### src/rtl/time_field_reader.sv
// BCD hh:mm:ss keeper with validated field writes and a 3-beat snapshot readout.
// Readout valid 1 cycle after rd_start; a beat is held stable until rd_ready accepts it.
module time_field_reader #(
  parameter logic [7:0] INIT_H = 8'h00,
  parameter logic [7:0] INIT_M = 8'h00,
  parameter logic [7:0] INIT_S = 8'h00
) (
  input  logic       clk,
  input  logic       rst,
  input  logic       sec_tick,
  input  logic       wr_en,
  input  logic [2:0] wr_sel,
  input  logic [7:0] wr_data,
  output logic       wr_err,
  input  logic       rd_start,
  input  logic       rd_ready,
  output logic       rd_valid,
  output logic [2:0] rd_sel,
  output logic [7:0] rd_data,
  output logic       rd_busy
);

  localparam logic [2:0] SEL_H    = 3'b011;
  localparam logic [2:0] SEL_M    = 3'b110;
  localparam logic [2:0] SEL_S    = 3'b101;
  localparam logic [2:0] SEL_NONE = 3'b111;

  localparam logic [1:0] ST_IDLE = 2'd0;
  localparam logic [1:0] ST_HOUR = 2'd1;
  localparam logic [1:0] ST_MIN  = 2'd2;
  localparam logic [1:0] ST_SEC  = 2'd3;

  logic [7:0] hh, mm, ss;
  logic [7:0] snap_m, snap_s;
  logic [1:0] state;

  // With both nibbles <= 9 a plain numeric compare orders BCD values correctly.
  function automatic logic bcd_ok(input logic [7:0] v, input logic [7:0] max_v);
    return (v[3:0] <= 4'd9) && (v[7:4] <= 4'd9) && (v <= max_v);
  endfunction

  function automatic logic [7:0] bcd_inc(input logic [7:0] v);
    if (v[3:0] == 4'd9)
      return {v[7:4] + 4'd1, 4'd0};
    else
      return {v[7:4], v[3:0] + 4'd1};
  endfunction

  logic hit_h, hit_m, hit_s, wr_bad;
  logic tick_s, ss_wrap, mm_wrap, hh_wrap;

  always_comb begin
    hit_h  = wr_en && (wr_sel == SEL_H) && bcd_ok(wr_data, 8'h23);
    hit_m  = wr_en && (wr_sel == SEL_M) && bcd_ok(wr_data, 8'h59);
    hit_s  = wr_en && (wr_sel == SEL_S) && bcd_ok(wr_data, 8'h59);
    wr_bad = wr_en && !(hit_h || hit_m || hit_s);
    // A seconds write swallows the whole tick, so nothing ripples upward.
    tick_s  = sec_tick && !hit_s;
    ss_wrap = (ss == 8'h59);
    mm_wrap = (mm == 8'h59);
    hh_wrap = (hh == 8'h23);
  end

  always_ff @(posedge clk) begin
    if (rst) begin
      hh     <= INIT_H;
      mm     <= INIT_M;
      ss     <= INIT_S;
      wr_err <= 1'b0;
    end else begin
      wr_err <= wr_bad;

      if (hit_s)
        ss <= wr_data;
      else if (sec_tick)
        ss <= ss_wrap ? 8'h00 : bcd_inc(ss);

      if (hit_m)
        mm <= wr_data;
      else if (tick_s && ss_wrap)
        mm <= mm_wrap ? 8'h00 : bcd_inc(mm);

      // A minute write discards the carry that would have left the minute field.
      if (hit_h)
        hh <= wr_data;
      else if (tick_s && ss_wrap && mm_wrap && !hit_m)
        hh <= hh_wrap ? 8'h00 : bcd_inc(hh);
    end
  end

  // The hour beat is loaded straight from hh, so only minute/second need a snapshot.
  always_ff @(posedge clk) begin
    if (rst) begin
      state    <= ST_IDLE;
      rd_valid <= 1'b0;
      rd_sel   <= SEL_NONE;
      rd_data  <= 8'h00;
      snap_m   <= 8'h00;
      snap_s   <= 8'h00;
    end else begin
      case (state)
        ST_IDLE: begin
          if (rd_start) begin
            snap_m   <= mm;
            snap_s   <= ss;
            state    <= ST_HOUR;
            rd_valid <= 1'b1;
            rd_sel   <= SEL_H;
            rd_data  <= hh;
          end
        end
        ST_HOUR: begin
          if (rd_ready) begin
            state   <= ST_MIN;
            rd_sel  <= SEL_M;
            rd_data <= snap_m;
          end
        end
        ST_MIN: begin
          if (rd_ready) begin
            state   <= ST_SEC;
            rd_sel  <= SEL_S;
            rd_data <= snap_s;
          end
        end
        default: begin
          if (rd_ready) begin
            state    <= ST_IDLE;
            rd_valid <= 1'b0;
            rd_sel   <= SEL_NONE;
          end
        end
      endcase
    end
  end

  assign rd_busy = (state != ST_IDLE);

endmodule

### config.mk
export PLATFORM = sky130hd
export DESIGN_NAME = time_field_reader
export DESIGN_NICKNAME = d
export VERILOG_FILES = /design/src/rtl/time_field_reader.sv
export SDC_FILE = /design/constraint.sdc
export NUM_CORES = 1
export LEC_CHECK = 0
export ABC_CLOCK_PERIOD_IN_PS = 2700
export CELL_PAD_IN_SITES_DETAIL_PLACEMENT = 1
export CELL_PAD_IN_SITES_GLOBAL_PLACEMENT = 1
export CORE_AREA = 2 2 87 89
export CTS_BUF_LIST = sky130_fd_sc_hd__clkbuf_8 sky130_fd_sc_hd__clkbuf_16
export CTS_CLUSTER_DIAMETER = 200
export DETAILED_ROUTE_END_ITERATION = 8
export DIE_AREA = 0 0 89 91
export HOLD_SLACK_MARGIN = 0.06
export PLACE_DENSITY_LB_ADDON = 0.1
export SETUP_SLACK_MARGIN = 0.15
export SLEW_MARGIN = 20
export SYNTH_ARGS = -nofsm -noshare
export SYNTH_HDL_FRONTEND = slang
export SYNTH_SLANG_ARGS = --single-unit
### constraint.sdc
create_clock -name clk -period 2.7 [get_ports clk]
set_clock_uncertainty 0.05 [all_clocks]
set_input_delay 0.27 -clock clk [delete_from_list [all_inputs] [get_ports clk]]
set_output_delay 0.27 -clock clk [all_outputs]
set_load 0.01 [all_outputs]
Word-level counts from Yosys, hierarchy flattened
Cells that the tools add are included.
Operators by class
  $add $sub $neg: 6
  $lt $le $gt $ge: 4
  eq/ne operators: 14
  multiplexer cells: 29
  bitwise logic cells: 1
  reduce and logical (&&, ||, !) cells: 37
Operators by type and width (count)
  $mux 8: 15
  $add 4x1->4 const B: 6
  $pmux 8 s3: 1
  $eq 8x7->1 const B: 2
  $logic_and 1x1->1: 14
  $eq 4x4->1 const B: 3
  $mux 3: 4
  $reduce_bool 3->1: 4
  $reduce_bool 2->1: 5
  $pmux 3 s3: 1
  $eq 8x6->1 const B: 1
  $le 4x4->1 const B: 2
  $le 8x6->1 const B: 1
  $le 8x7->1 const B: 1
  $mux 2: 4
  $reduce_and 2->1: 4
  $reduce_and 4->1: 2
  $eq 3x3->1 const B: 2
  $ne 2x2->1 const B: 3
  $pmux 2 s3: 1
  $eq 3x2->1 const B: 1
  $logic_not 1->1: 3
  $reduce_and 3->1: 1
  $eq 2x1->1 const B: 1
  other kinds (7): 9
Storage, ports and cells
  bits in registers: 55
  input bits: 17
  output and inout bits: 14
  word-level logic and storage cells: 104

Longest topological paths before layout
  word-level depth: 11
  gate-level depth with buffers: 9
  depth with buffers taken out: 7

Worst setup path before layout
No wires, ideal clock.
  kind: flip-flop to flip-flop
  start point: reg hh[4]
  end point: reg hh[4]
  library setup time: 86 ps
  arrival time: 1863 ps
  data required time: 2564 ps
  slack: 701 ps
  stages on the path, launching flop included: 8
  path buffers: 0
  period minus slack after synthesis: 1999 ps
  path through: dfxtp_1 -> inv_1 -> ha_1 -> or4b_4 -> nor3_4 -> o21ai_1 -> o41a_1 -> a211oi_1
Between the ends
  longest elaborated chain between the ends: 5
  elaborated cells on any way between the ends: 8
  classes of those cells: 1 x add/sub; 1 x eq/ne; 4 x mux; 2 x reduce/logical
Ends and longest elaborated chain
  start: declaration: line 33  | logic [7:0] hh, mm, ss;
  start signal: assignment: line 85  | hh <= wr_data;
  start signal: assignment: line 87  | hh <= hh_wrap ? 8'h00 : bcd_inc(hh);
  $add 4x1->4: line 44  | return {v[7:4] + 4'd1, 4'd0};
  $mux 8: line 43  | if (v[3:0] == 4'd9)
  $mux 8: line 87
  $mux 8: line 86  | else if (tick_s && ss_wrap && mm_wrap && !hit_m)
  $mux 8: line 84  | if (hit_h)
Parallel ways exist; a longest one is shown, timed or not. The select of a mux whose other input is x is not followed.
A chain may end at the register's enable or synchronous reset.

Worst setup path in the final report
  start point: reg mm[0]
  end point: reg hh[3]
Between the ends
  longest elaborated chain between the ends: 4
Ends and longest elaborated chain
  start: declaration: line 33
  start signal: assignment: line 79  | mm <= wr_data;
  start signal: assignment: line 81  | mm <= mm_wrap ? 8'h00 : bcd_inc(mm);
  $eq 8x7->1: line 60  | mm_wrap = (mm == 8'h59);
  $logic_and 1x1->1 (2 in series): line 86
  $reduce_bool 2->1 (no source line)
Every way passes these cells.

==> impl_metrics.ini <==
[status]
status = complete, no violations

[logic_synthesis]
yosys-top-cells-area = dfxtp_1 (37%), ha_1 (7.2%), nand2_1 (6.6%)
syn_nets = 401
ys_async_sr_fraction = 0
ys.warnings.count = 0
syn_area_per_cell_sq_um = 8.03
ys_seq_area_frac = 0.374
synth-edff-count = 0
synth_ff_type = dfxtp_1
yosysTopAreaCell = dfxtp_1
synth_cell_type_count = 53
ys_seq_elements = 55
synth_top_area_frac = 0.374
synthCells = 367
syn_area_sq_um = 2950

[global_route]
grt_max_degree = 30
grt_first_pass_wirelength_um = 14100
grt_overflow = 0
antenna_found_initial = 0
track_usage = 0.222
grt_pass1_vias = 2764

[clocking]
cts_tree = yes
post-cts-setup-buffers = 0
postCtsHoldBufs = 0
clock-root-buffer = clkbuf_8
cts_made_buffers = 5
clock_sinks = 55
clk_pin_slew_ns = 0.11
cts-htree-levels = 2
cts_resized = 0
clk_path_buf_depth = 2
clk_latency_ns = 0.32

[worst_setup_path]
crit_buf_inv = 0
crit_path_end_kind = register
worst_ep_arrival_time_ns = 2.58
cp.required_ns = 2.88
path_cells = ha_1 -> and3b_1 -> nor3b_2 -> nand4b_1 -> or4_1 -> a311oi_1
crit_type = register to register
startpoint = mm[0]
cpLargestDelayFamily = simple AND/OR/NAND/NOR gates
start_kind = register
r2r_start = mm[0]
slowest_delay_ns = 0.48
cp_max_fo = 6
crit_slowest_cell = or4_1

[timing]
drv_slew = 0
worst_pin_slew_ns = 0.626
clock.fmax_mhz = 417
rsz0062_at_grt = no
final_hold_viol_count = 0
period_share = 0.889
layout_setup_ws_ns = 0.300
maxSlewHeadroom = 0.580
fin_hold_ws_ns = 0.414
setup_viol = 0
finalSetupTns_ns = 0
min_period_ns = 2.40

[power]
power_per_cell_area_nw_per_um2 = 687
leakagePower_nw = 1.17
peakVddDrop_mv = 0.276

[die]
io_pins = 31
rows = 31
die_w_um = 89
die_h_um = 91
coreArea_sq_um = 7140
die-area_sq_um = 8100
initial_core_util = 0.413

[routing]
wl_um = 8530
post_drt_wl_per_cell_um = 17.2
drc = 0
antenna_left = 0
vias = 2796
dr.pass1.iters = 4
drt_iter0_drc = 72
routed_via_density = 5.65

[hold_path]
worstHoldPathType = register to register
hold_start = snap_m[6]

[layout]
multi_input_area_sq_um = 1700
fin_cells = 495
fill_cells = 893
fin_nets = 430
drive_above_1_share = 0.0682
register_area_sq_um = 1100
n_antenna_cell = 0
area_growth_pct = 18.3

[run]
maxCapViolCount = 0

[placement]
pre_cts_slack_ns = 0.197
port_buffers = 30
dpl.hpwl_um = 6430
dp.cells = 488
place_congestion = 0.821
## worst min-delay path: cells and delay by family, from the launching register on
kind,cells,cell delay [ns]
AOI/OAI and AO/OA,1,0.05
and+or+nand+nor,1,0.05
DFF,1,0.33
## path summary, 6_finish.rpt
path | end | slack (ns) | depth (start not counted)
hold / removal | snap_m[6] | 0.41 | 2
hold reg to reg | snap_m[6] | 0.41 | 2
setup reg to reg | hh[3] | 0.30 | 6
setup / recovery | hh[3] | 0.30 | 6
## registers in the layout, summed over array words and instances (netlist names)
register  cells
mm            8
rd_data       8
rd_sel        3
hh            8
ss            8
state         2
wr_err        1
rd_valid      1
snap_s        8
snap_m        8
## where the power goes
group | switching [mW] | leakage, nW | total (mW) | internal (mW)
sequential | 0.0679 | 0.446 | 0.976 | 0.908
clock | 0.284 | 0.0502 | 0.556 | 0.272
combinational | 0.502 | 0.672 | 0.863 | 0.361
total | 0.855 | 1.17 | 2.40 | 1.54
## layout by cell type, fill, tap and decap left out, types with 2 or more instances in the layout
| cell type | count |
|---|---|
| nand3_1 | 10 |
| or3_1 | 6 |
| o21ai_0 | 17 |
| o31a_1 | 2 |
| and3b_1 | 2 |
| buf_4 | 12 |
| a311oi_1 | 6 |
| a211oi_1 | 15 |
| o211ai_1 | 5 |
| clkdlybuf4s50_1 | 30 |
| dfxtp_1 | 55 |
| nor2_1 | 37 |
| a21oi_1 | 36 |
| o21ai_1 | 3 |
| nand4_1 | 2 |
| a31oi_1 | 2 |
| nand4b_1 | 2 |
| and3_1 | 2 |
| nand3b_1 | 3 |
| nand2b_1 | 3 |
| nand2_1 | 52 |
| a22oi_1 | 10 |
| nor3_1 | 9 |
| a21boi_1 | 2 |
| clkbuf_8 | 5 |
| a221oi_1 | 3 |
| or4_1 | 6 |
| inv_1 | 16 |
| ha_1 | 17 |
## cell usage after synthesis (all sizes together) (2+ instances only)
cell type,n
a311oi,6
a221oi,3
nand4,2
a21boi,3
nand2b,3
o31a,2
dfxtp,55
or4,6
or3,6
and3b,2
nand4b,3
nor2,37
nor4,2
clkbuf,17
a21oi,36
and3,2
o211ai,5
nand3b,3
nand2,52
nor3,10
a211oi,15
buf,3
nor3b,3
a22oi,10
a31oi,2
o21ai,20
inv,16
ha,17
nand3,10
## logic make-up (layout without fill, tap and decap cells)
kind of cell,count (synthesis),count (layout),share of synthesized area
compound gates,109,109,0.239
xor+xnor,2,2,0.00595
fa+ha+maj,17,17,0.0722
buf+inv,37,66,0.0493
flops,55,55,0.374
mux,1,1,0.00340
simple gates,146,146,0.257
## stage by stage
stage	util	area (sq um)	total power, mW
2_1_floorplan	-	2950	1.51
3_3_place_gp	0.473	3380	1.84
3_5_place_dp	0.473	3380	1.86
4_1_cts	0.488	3480	2.42
5_1_grt	0.488	3480	2.56
6_report	0.488	3480	2.40
## layer usage
metal | vias up | global-route usage | part of all wire
met5 | - | 0 | 0
met4 | 0 | 0.0659 | 0.019
met3 | 10 | 0.0391 | 0.023
met2 | 31 | 0.352 | 0.48
met1 | 1369 | 0.307 | 0.48
li1 | 1386 | - | -
## cell type report
class	count	area share
inverter	17	0.0183
multi-input combinational	275	0.488
timing repair buffer	42	0.112
sequential	55	0.316
tap	99	0.0355
clock buffer	5	0.0197
clock inverter	2	0.0108
(Power assumes the default switching activity.)
